File: config.mk
export PLATFORM = sky130hd
export DESIGN_NAME = uart_param
export DESIGN_NICKNAME = d
export VERILOG_FILES = /design/src/rtl/uart_param.sv
export SDC_FILE = /design/constraint.sdc
export NUM_CORES = 1
export LEC_CHECK = 0
export ABC_CLOCK_PERIOD_IN_PS = 3950
export CAP_MARGIN = 20
export CELL_PAD_IN_SITES_DETAIL_PLACEMENT = 1
export CELL_PAD_IN_SITES_GLOBAL_PLACEMENT = 1
export CORE_ASPECT_RATIO = 0.7
export CORE_UTILIZATION = 45
export CTS_CLUSTER_DIAMETER = 50
export DETAILED_ROUTE_END_ITERATION = 7
export PLACE_DENSITY = 0.92
export SYNTH_ARGS = -nofsm -noshare
export SYNTH_HDL_FRONTEND = slang
export SYNTH_SLANG_ARGS = --single-unit
File: constraint.sdc
create_clock -name clk -period 3.95 [get_ports clk]
set_input_delay 0.9875 -clock clk [delete_from_list [all_inputs] [get_ports clk]]
set_output_delay 0.9875 -clock clk [all_outputs]
set_load 0.05 [all_outputs]
File: src/rtl/uart_param.sv
// Full-duplex UART: a fractional baud-tick generator shared by independent TX and RX FSMs,
// with a majority-voting receiver and valid/ready handshakes on both word interfaces.
`timescale 1ns/1ps
module uart_param #(
   parameter int unsigned CLK_HZ     = 50000000,
   parameter int unsigned BAUD       = 115200,
   parameter int unsigned DATA_BITS  = 8,
   parameter int unsigned PARITY     = 0,
   parameter int unsigned STOP_BITS  = 1,
   parameter int unsigned OVERSAMPLE = 16
) (
   input  logic                 clk,
   input  logic                 rst,
   input  logic [DATA_BITS-1:0] tx_data,
   input  logic                 tx_valid,
   output logic                 tx_ready,
   output logic                 tx,
   input  logic                 rx,
   output logic [DATA_BITS-1:0] rx_data,
   output logic                 rx_valid,
   input  logic                 rx_ready,
   output logic                 rx_frame_err,
   output logic                 rx_parity_err,
   output logic                 rx_overrun,
   output logic                 rx_busy
);
   localparam int unsigned INC  = BAUD * OVERSAMPLE;
   localparam int unsigned TW   = $clog2(OVERSAMPLE);
   localparam int unsigned BW   = $clog2(DATA_BITS);
   localparam int unsigned HALF = OVERSAMPLE / 2;

   typedef enum logic [2:0] {S_IDLE, S_START, S_DATA, S_PARITY, S_STOP} state_t;

   // Tick generator: one-clock tick at OVERSAMPLE x baud
   logic [31:0] acc;
   logic [32:0] acc_sum;
   logic        tick;

   assign acc_sum = {1'b0, acc} + 33'(INC);

   always_ff @(posedge clk) begin
      if (rst) begin
         acc  <= '0;
         tick <= 1'b0;
      end else if (acc_sum >= 33'(CLK_HZ)) begin
         acc  <= 32'(acc_sum - 33'(CLK_HZ));
         tick <= 1'b1;
      end else begin
         acc  <= acc_sum[31:0];
         tick <= 1'b0;
      end
   end

   // Transmitter
   state_t               tx_state, tx_state_n;
   logic [TW-1:0]        tx_tcnt, tx_tcnt_n;
   logic [BW-1:0]        tx_bcnt, tx_bcnt_n;
   logic [DATA_BITS-1:0] tx_shreg, tx_shreg_n;
   logic                 tx_par, tx_par_n, tx_n, tx_ready_n, tx_bit_end;

   assign tx_bit_end = tick && (tx_tcnt == TW'(OVERSAMPLE - 1));

   always_comb begin
      tx_state_n = tx_state;
      tx_tcnt_n  = tx_tcnt;
      tx_bcnt_n  = tx_bcnt;
      tx_shreg_n = tx_shreg;
      tx_par_n   = tx_par;
      tx_n       = tx;
      tx_ready_n = tx_ready;
      if (tx_state != S_IDLE && tick)
         tx_tcnt_n = tx_bit_end ? '0 : tx_tcnt + TW'(1);
      case (tx_state)
         S_IDLE: if (tx_valid && tx_ready) begin
            tx_state_n = S_START;
            tx_n       = 1'b0;
            tx_ready_n = 1'b0;
            tx_tcnt_n  = '0;
            tx_shreg_n = tx_data;
            tx_par_n   = (PARITY == 1) ? ~^tx_data : ^tx_data;
         end
         S_START: if (tx_bit_end) begin
            tx_state_n = S_DATA;
            tx_n       = tx_shreg[0];
            tx_bcnt_n  = '0;
         end
         S_DATA: if (tx_bit_end) begin
            if (tx_bcnt == BW'(DATA_BITS - 1)) begin
               tx_bcnt_n = '0;
               if (PARITY != 0) begin
                  tx_state_n = S_PARITY;
                  tx_n       = tx_par;
               end else begin
                  tx_state_n = S_STOP;
                  tx_n       = 1'b1;
               end
            end else begin
               tx_shreg_n = tx_shreg >> 1;
               tx_n       = tx_shreg[1];
               tx_bcnt_n  = tx_bcnt + BW'(1);
            end
         end
         S_PARITY: if (tx_bit_end) begin
            tx_state_n = S_STOP;
            tx_n       = 1'b1;
            tx_bcnt_n  = '0;
         end
         S_STOP: if (tx_bit_end) begin
            if (tx_bcnt == BW'(STOP_BITS - 1)) begin
               tx_state_n = S_IDLE;
               tx_ready_n = 1'b1;
            end else begin
               tx_bcnt_n = tx_bcnt + BW'(1);
            end
         end
         default: tx_state_n = S_IDLE;
      endcase
   end

   always_ff @(posedge clk) begin
      if (rst) begin
         tx_state <= S_IDLE;
         tx_tcnt  <= '0;
         tx_bcnt  <= '0;
         tx_shreg <= '0;
         tx_par   <= 1'b0;
         tx       <= 1'b1;
         tx_ready <= 1'b1;
      end else begin
         tx_state <= tx_state_n;
         tx_tcnt  <= tx_tcnt_n;
         tx_bcnt  <= tx_bcnt_n;
         tx_shreg <= tx_shreg_n;
         tx_par   <= tx_par_n;
         tx       <= tx_n;
         tx_ready <= tx_ready_n;
      end
   end

   // Receiver
   logic rx_m, rx_s, rx_prev;

   always_ff @(posedge clk) begin
      if (rst) begin
         rx_m    <= 1'b1;
         rx_s    <= 1'b1;
         rx_prev <= 1'b1;
      end else begin
         rx_m    <= rx;
         rx_s    <= rx_m;
         rx_prev <= rx_s;
      end
   end

   state_t               rx_state, rx_state_n;
   logic [TW-1:0]        rx_tcnt, rx_tcnt_n;
   logic [BW-1:0]        rx_bcnt, rx_bcnt_n;
   logic [DATA_BITS-1:0] rx_shreg, rx_shreg_n, rx_data_n;
   logic                 smp0, smp0_n, smp1, smp1_n, rx_par_bit, rx_par_bit_n;
   logic                 maj, rx_decide, rx_bit_end, rx_exp_par;
   logic                 rx_valid_n, rx_frame_err_n, rx_parity_err_n, rx_overrun_n;

   // Third vote is the live sample taken on the decision tick itself
   assign maj        = (smp0 & smp1) | (smp0 & rx_s) | (smp1 & rx_s);
   assign rx_decide  = tick && (rx_tcnt == TW'(HALF + 1));
   assign rx_bit_end = tick && (rx_tcnt == TW'(OVERSAMPLE - 1));
   assign rx_exp_par = (PARITY == 1) ? ~^rx_shreg : ^rx_shreg;
   assign rx_busy    = (rx_state != S_IDLE);

   always_comb begin
      rx_state_n      = rx_state;
      rx_tcnt_n       = rx_tcnt;
      rx_bcnt_n       = rx_bcnt;
      rx_shreg_n      = rx_shreg;
      smp0_n          = smp0;
      smp1_n          = smp1;
      rx_par_bit_n    = rx_par_bit;
      rx_data_n       = rx_data;
      rx_valid_n      = rx_valid;
      rx_frame_err_n  = rx_frame_err;
      rx_parity_err_n = rx_parity_err;
      rx_overrun_n    = rx_overrun;
      if (rx_valid && rx_ready) begin
         rx_valid_n   = 1'b0;
         rx_overrun_n = 1'b0;
      end
      if (rx_state != S_IDLE && tick) begin
         rx_tcnt_n = rx_bit_end ? '0 : rx_tcnt + TW'(1);
         if (rx_tcnt == TW'(HALF - 1)) smp0_n = rx_s;
         if (rx_tcnt == TW'(HALF))     smp1_n = rx_s;
      end
      case (rx_state)
         S_IDLE: if (rx_prev && !rx_s) begin
            rx_state_n = S_START;
            rx_tcnt_n  = '0;
         end
         S_START: begin
            if (rx_decide && maj) begin
               rx_state_n = S_IDLE;
            end else if (rx_bit_end) begin
               rx_state_n = S_DATA;
               rx_bcnt_n  = '0;
            end
         end
         S_DATA: begin
            if (rx_decide)
               rx_shreg_n = {maj, rx_shreg[DATA_BITS-1:1]};
            if (rx_bit_end) begin
               if (rx_bcnt == BW'(DATA_BITS - 1))
                  rx_state_n = (PARITY != 0) ? S_PARITY : S_STOP;
               else
                  rx_bcnt_n = rx_bcnt + BW'(1);
            end
         end
         S_PARITY: begin
            if (rx_decide)  rx_par_bit_n = maj;
            if (rx_bit_end) rx_state_n   = S_STOP;
         end
         S_STOP: if (rx_decide) begin
            // Leave mid-stop so a following start edge can be caught immediately
            rx_state_n = S_IDLE;
            if (!rx_valid || rx_ready) begin
               rx_data_n       = rx_shreg;
               rx_frame_err_n  = ~maj;
               rx_parity_err_n = (PARITY != 0) && (rx_par_bit != rx_exp_par);
               rx_valid_n      = 1'b1;
            end else begin
               rx_overrun_n = 1'b1;
            end
         end
         default: rx_state_n = S_IDLE;
      endcase
   end

   always_ff @(posedge clk) begin
      if (rst) begin
         rx_state      <= S_IDLE;
         rx_tcnt       <= '0;
         rx_bcnt       <= '0;
         rx_shreg      <= '0;
         smp0          <= 1'b1;
         smp1          <= 1'b1;
         rx_par_bit    <= 1'b0;
         rx_data       <= '0;
         rx_valid      <= 1'b0;
         rx_frame_err  <= 1'b0;
         rx_parity_err <= 1'b0;
         rx_overrun    <= 1'b0;
      end else begin
         rx_state      <= rx_state_n;
         rx_tcnt       <= rx_tcnt_n;
         rx_bcnt       <= rx_bcnt_n;
         rx_shreg      <= rx_shreg_n;
         smp0          <= smp0_n;
         smp1          <= smp1_n;
         rx_par_bit    <= rx_par_bit_n;
         rx_data       <= rx_data_n;
         rx_valid      <= rx_valid_n;
         rx_frame_err  <= rx_frame_err_n;
         rx_parity_err <= rx_parity_err_n;
         rx_overrun    <= rx_overrun_n;
      end
   end
endmodule

==> reports/results.ini, run 1 <==
[run]
cap_violations=0

[grt]
grt_max_degree=46
grt-ovfl-total=0
track_usage_pct=25.4
first_global_vias=4106
antenna_found_initial=0
grt_first_pass_wirelength_mm=20.6

[cells_and_area]
diodes=0
drive_above_1_share_pct=7.50
final_nets=581
final_cells=684
syn2layout_area_growth_pct=15.1

[drt]
dr.max_layer_used=met4
antenna_left=0
routedWlPerCell_um=18.2
dr_total_vias=4057
drt_iter0_drc=247
routed_wl_mm=12.4
drtPass1Iterations=4
dr_wl_met2_mm=5.87
wl_met3_um=766
drc=0
wl_met1_mm=5.58
vias_per_cell=5.93

[timing]
drv_slew=0
rsz0062_at_grt=no
final_hold_viol_count=0
slew_headroom_pct=41.6
setup_slack_ns=0.563
period_needed_ns=3.39
setup_viol=0
tns_ns=0
worst_slew_pin_slew_ns=0.873
max_freq_mhz=295
clock_skew_ns=0.00929
period_share_pct=85.7

[pwr]
power.leakage_nw=1.91
ir_drop_v=0.000278
powerDensity_mw_per_mm2=667

[floorplanning]
core_mm2=0.00933
die_x_um=121
die_area_mm2=0.0103
die_h_um=85.0
pin_count=28
std_cell_rows=29
start_util_pct=47.5

[critical_path]
cpMaxStageDelayCell=dfxtp_1
crit_required_ns=4.21
crit_type=reg2reg
critPathCaptureType=flop
worstSetupStartpoint=acc[13]$_SDFF_PP0_
cp.buffers_inverters=1
worstPathMaxFanout=12
critPathLaunchType=flop
r2r_start=acc[13]$_SDFF_PP0_
path_cells=ha_1 -> nand4_2 -> a211oi_1 -> o32ai_1 -> a22o_1 -> o2111ai_1 -> buf_4 -> nor2_2 -> or4_1 -> a21oi_1
critPathTopFamily=compound AO/OA/AOI/OAI gates
max_stage_delay_ns=0.52
cp.arrival_ns=3.64

[synthesis]
synthesis.nets=567
synth_top_area_share_pct=36.1
synth_common_cells=80 x dfxtp_1, 75 x nor2_1, 43 x nand2_1
yosysMostFrequentCell=dfxtp_1
yosysTopAreaCell=dfxtp_1
yosys_register_bits=80
synth-main-ff-cell=dfxtp_1
netlist_top_cells_area=dfxtp_1 36%, nor2_1 6.4%, mux2i_1 5.9%
syn_avg_cell_area_um2=8.19
syn_area_mm2=0.00443
ys_seq_area_share_pct=36.1
synth_edf_count=0
async_flop_share_pct=0
ys_warn_count=0
synth.distinct_cells=68
synthCells=541

[clocking]
root_buffer=clkbuf_16
clk-insertion-delay-late_ns=0.34
cts_hold_buf=0
path_clk_slew_ns=0.07
cts_max_path_buffers=2
cts_tree=built
cts.htree.levels=3
cts_buffers=9
postCtsSetupBuffers=0
cts.sinks=80
cts-resized-gates=0

[placed_design]
io_buffers=26
post-place-ws_ns=0.713
place.gp.congestion=0.937
dp_hpwl_mm=8.39
dpl.cell_count=668

[min_path]
hp-class=reg2reg
worstHoldStart=rx_m$_SDFF_PP1_

[outcome]
outcome=complete, no violations

==> layout make-up <==
type	count	area, µm²
multi-input cells	418	2650
clock inverters	6	115
repair buffers	31	293
inverters	15	56.3
clock buffers	10	229
flip-flops and latches	80	1600
well taps	124	155
fillers	1096	4220
==> per-layer routing <==
layer,track usage (%),up-vias
met5,0,-
met4,8.53,0
met3,4.77,24
met2,42.7,126
met1,32.8,1971
li1,-,1936
==> logic make-up after synthesis <==
| kind of cell | after synthesis | share of synthesized area [%] |
|---|---|---|
| AND/OR/NAND/NOR | 222 | 25.4 |
| AO/OA/AOI/OAI | 119 | 17.3 |
| flip-flops | 80 | 36.1 |
| buffers and inverters | 43 | 4.04 |
| XOR/XNOR | 35 | 6.92 |
| multiplexers | 28 | 6.38 |
| adder cells (fa/ha/maj) | 13 | 3.67 |
| other | 1 | 0.0846 |
==> power breakdown <==
part | internal [mW] | switching (mW)
Clock | 0.622 | 0.338
Sequential | 0.940 | 0.222
Combinational | 0.527 | 0.753
==> through the flow <==
step / hold WS, ns / total power, mW / util (%) / instance area, µm²
after floorplan: 0.389 / 2.09 / - / 4430
after global placement: 0.407 / 2.33 / 51.0 / 4760
after detailed placement: 0.406 / 2.39 / 51.0 / 4760
after CTS: 0.470 / 3.39 / 54.7 / 5100
after global routing: 0.471 / 3.59 / 54.7 / 5100
final: 0.461 / 3.40 / 54.7 / 5100
==> registers in the layout, indices dropped and copies added, names as in the netlist, 4 cells and up <==
signal    flops
tx_tcnt       4
acc          25
rx_tcnt       4
rx_data       8
tx_shreg      8
rx_shreg      8
==> cell usage in the layout (no fill, tap or decap), types with 6 or more instances in the layout <==
cell,synthesis,routed
nand2b_1,7,7
ha_1,13,13
clkbuf_16,0,9
nor3b_1,8,8
a211oi_1,7,7
a21oi_1,42,42
or2_2,6,6
o21ai_1,12,12
nand3_1,19,19
xor2_1,20,20
o21ai_0,15,15
inv_1,15,15
xnor2_1,15,15
or3_1,10,10
nor3_1,17,17
nand2_1,43,43
o211ai_1,6,6
clkdlybuf4s50_1,0,25
dfxtp_1,80,80
mux2i_1,26,26
nor2_1,75,75
==> final timing paths <==
path                   endpoint  slack (ns)  cells after the start
max          acc[20]$_SDFF_PP0_        0.56                     10
min reg2reg     rx_s$_SDFF_PP1_        0.46                      1
max reg2reg  acc[20]$_SDFF_PP0_        0.56                     10
min             rx_s$_SDFF_PP1_        0.46                      1
No activity file was read; power rests on OpenSTA's default activity.
==> run 2: changes to the inputs <==
--- a/config.mk
+++ b/config.mk
@@ -6,13 +6,13 @@
 export NUM_CORES = 1
 export LEC_CHECK = 0
 export ABC_CLOCK_PERIOD_IN_PS = 3950
-export CAP_MARGIN = 20
 export CELL_PAD_IN_SITES_DETAIL_PLACEMENT = 1
 export CELL_PAD_IN_SITES_GLOBAL_PLACEMENT = 1
 export CORE_ASPECT_RATIO = 0.7
 export CORE_UTILIZATION = 45
 export CTS_CLUSTER_DIAMETER = 50
 export DETAILED_ROUTE_END_ITERATION = 7
+export MAX_ROUTING_LAYER = met4
 export PLACE_DENSITY = 0.92
 export SYNTH_ARGS = -nofsm -noshare
 export SYNTH_HDL_FRONTEND = slang
==> run 2 against run 1 <==
  * Hold slack better by 0.012 ns
  * Utilization down 0.34 points
  * Worst setup slack worse by 0.031 ns
  * Global-route usage up 0.94 points
  * Clock skew grew 0.0018 ns
  * Register-to-register slack lost 0.03 ns
  * Critical path depth is the same
  * Clock power fell by 6.3%
  * Power fell by 1.9%
  * Sequential power about the same
==> reports/results.ini, run 2 (synthesis gave the netlist of run 1 again) <==
[placed_design]
place_area_mm2=0.00475  ; was 0.00476 mm²
place.gp.congestion=0.937  ; about the same
io_buffers=26  ; unchanged
dpl.cell_count=667  ; was 668
dp_hpwl_mm=8.49  ; was 8.39 mm

[floorplanning]
die_area_mm2=0.0103  ; unchanged
core_mm2=0.00933  ; unchanged
die_h_um=85.0  ; unchanged
start_util_pct=47.5  ; unchanged
std_cell_rows=29  ; unchanged
pin_count=28  ; unchanged
die_x_um=121  ; unchanged

[min_path]
hp-class=reg2reg  ; unchanged

[critical_path]
critPathTopFamily=compound AO/OA/AOI/OAI gates  ; unchanged
max_stage_delay_ns=0.54  ; was 0.52 ns
path_cells=ha_1 -> nand4_2 -> a211oi_1 -> o32ai_1 -> a22o_1 -> o2111ai_1 -> buf_4 -> nor2_2 -> or4_1 -> a21oi_1  ; unchanged
worstPathMaxFanout=12  ; unchanged
cp.buffers_inverters=1  ; unchanged
critPathLaunchType=flop  ; unchanged
crit_required_ns=4.22  ; was 4.21 ns
crit_type=reg2reg  ; unchanged
cp.arrival_ns=3.69  ; was 3.64 ns
cpMaxStageDelayCell=a211oi_1  ; was dfxtp_1
critPathCaptureType=flop  ; unchanged

[clocking]
postCtsSetupBuffers=0  ; unchanged
cts_buffers=9  ; unchanged
cts_hold_buf=0  ; unchanged
cts_max_path_buffers=2  ; unchanged
root_buffer=clkbuf_16  ; unchanged
path_clk_slew_ns=0.07  ; about the same
clk-insertion-delay-late_ns=0.34  ; about the same
cts_tree=built  ; unchanged
cts.sinks=80  ; unchanged
cts.htree.levels=3  ; unchanged
cts-resized-gates=0  ; unchanged

[cells_and_area]
top_register=acc  ; unchanged
final_cells=683  ; was 684
fin_util_pct=54.4  ; was 54.7%
diodes=0  ; unchanged
fin_area_mm2=0.00507  ; was 0.00510 mm²
nFillCells=1107  ; was 1096
syn2layout_area_growth_pct=14.4  ; was 15.1%
final_common_cell=dfxtp_1  ; unchanged
most-common-layout-cells=80 x dfxtp_1, 75 x nor2_1, 43 x nand2_1  ; unchanged
final_nets=580  ; was 581
drive_above_1_share_pct=7.51  ; was 7.50%
largest_reg_flops=25  ; unchanged

[pwr]
p_seq_share_pct=34.8  ; was 34.2%
powerDensity_mw_per_mm2=658  ; was 667 mW/mm²
swShare_pct=39.6  ; was 38.6%
ir_drop_v=0.000278  ; about the same
p_sw_mw=1.32  ; was 1.31 mW
finalPower_mw=3.34  ; was 3.40 mW
power.leakage_nw=1.90  ; was 1.91 nW
p_comb_share_pct=38.2  ; was 37.6%
p_int_mw=2.02  ; was 2.09 mW
power_frac_clock_pct=27.0  ; was 28.2%

[outcome]
outcome=complete, no violations  ; unchanged

[grt]
grt_first_pass_wirelength_mm=20.6  ; unchanged
grt-ovfl-total=0  ; unchanged
track_usage_pct=26.3  ; was 25.4%
grt_max_degree=46  ; unchanged
antenna_found_initial=0  ; unchanged
first_global_vias=4031  ; was 4106

[timing]
period_needed_ns=3.42  ; was 3.39 ns
slew_headroom_pct=43.5  ; was 41.6%
period_share_pct=86.5  ; was 85.7%
setup_viol=0  ; unchanged
rsz0062_at_grt=no  ; unchanged
max_freq_mhz=293  ; was 295 MHz
drv_slew=0  ; unchanged
worst_slew_pin_slew_ns=0.845  ; was 0.873 ns
tns_ns=0  ; unchanged
final_hold_viol_count=0  ; unchanged
clock_skew_ns=0.0111  ; was 0.00929 ns

[drt]
drt_iter0_drc=234  ; was 247
drc=0  ; unchanged
dr_total_vias=3988  ; was 4057
routedWlPerCell_um=17.8  ; was 18.2 µm
vias_per_cell=5.84  ; was 5.93
drtPass1Iterations=4  ; unchanged
routed_wl_mm=12.2  ; was 12.4 mm
antenna_left=0  ; unchanged

[run]
cap_violations=0  ; unchanged

run 2: changes by cell type in the layout (fill, tap and decap cells not counted), sizes merged:
cell and change:
clkbuf -1, bufinv -1, clkinv +3, buf -1, inv -1
run 2: power by group through the flow:
stage / clock network (mW) / logic, mW / registers, mW
6_report: 0.900 / 1.28 / 1.16
5_1_grt: 0.951 / 1.40 / 1.18
4_1_cts: 0.917 / 1.26 / 1.16
3_5_place_dp: 0 / 1.23 / 1.16
3_3_place_gp: 0 / 1.18 / 1.15
2_1_floorplan: 0 / 1.03 / 1.05
run 2: layer usage:
metal	share of wire, %	track usage [%]	vias to the layer above
met5	0	-	-
met4	1.4	7.30	0
met3	5.7	5.78	19
met2	46	42.6	126
met1	46	33.1	1907
li1	-	-	1936
run 2: worst paths after layout:
| kind | startpoint | end | slack, ns | cells after the start |
|---|---|---|---|---|
| hold / removal | rx_bcnt[2]$_SDFFE_PP0P_ | rx_bcnt[2]$_SDFFE_PP0P_ | 0.47 | 2 |
| setup / recovery | acc[13]$_SDFF_PP0_ | acc[20]$_SDFF_PP0_ | 0.53 | 10 |
| setup reg to reg | acc[13]$_SDFF_PP0_ | acc[20]$_SDFF_PP0_ | 0.53 | 10 |
| hold reg to reg | rx_bcnt[2]$_SDFFE_PP0P_ | rx_bcnt[2]$_SDFFE_PP0P_ | 0.47 | 2 |
run 2: cell type report:
cell class,count,area (µm²),share of cell area (%)
multi-input combinational,418,2650,52.3
sequential,80,1600,31.6
timing repair buffer,30,285,5.63
clock buffer,9,225,4.44
tap,124,155,3.06
clock inverter,7,95.1,1.88
inverter,15,56.3,1.11
run 2: worst reg2reg max path, delay by kind of cell (launching register included):
kind	cells	cell delay (ns)
buffers and inverters	1	0.25
flip-flops	1	0.52
AO/OA/AOI/OAI	5	1.29
adder cells (fa/ha/maj)	1	0.41
AND/OR/NAND/NOR	3	0.88
run 2: through the flow:
stage	hold slack, ns	setup slack [ns]
2_1_floorplan	0.389	1.21
3_3_place_gp	0.408	0.870
3_5_place_dp	0.421	0.672
4_1_cts	0.476	0.608
5_1_grt	0.471	0.241
6_report	0.473	0.532
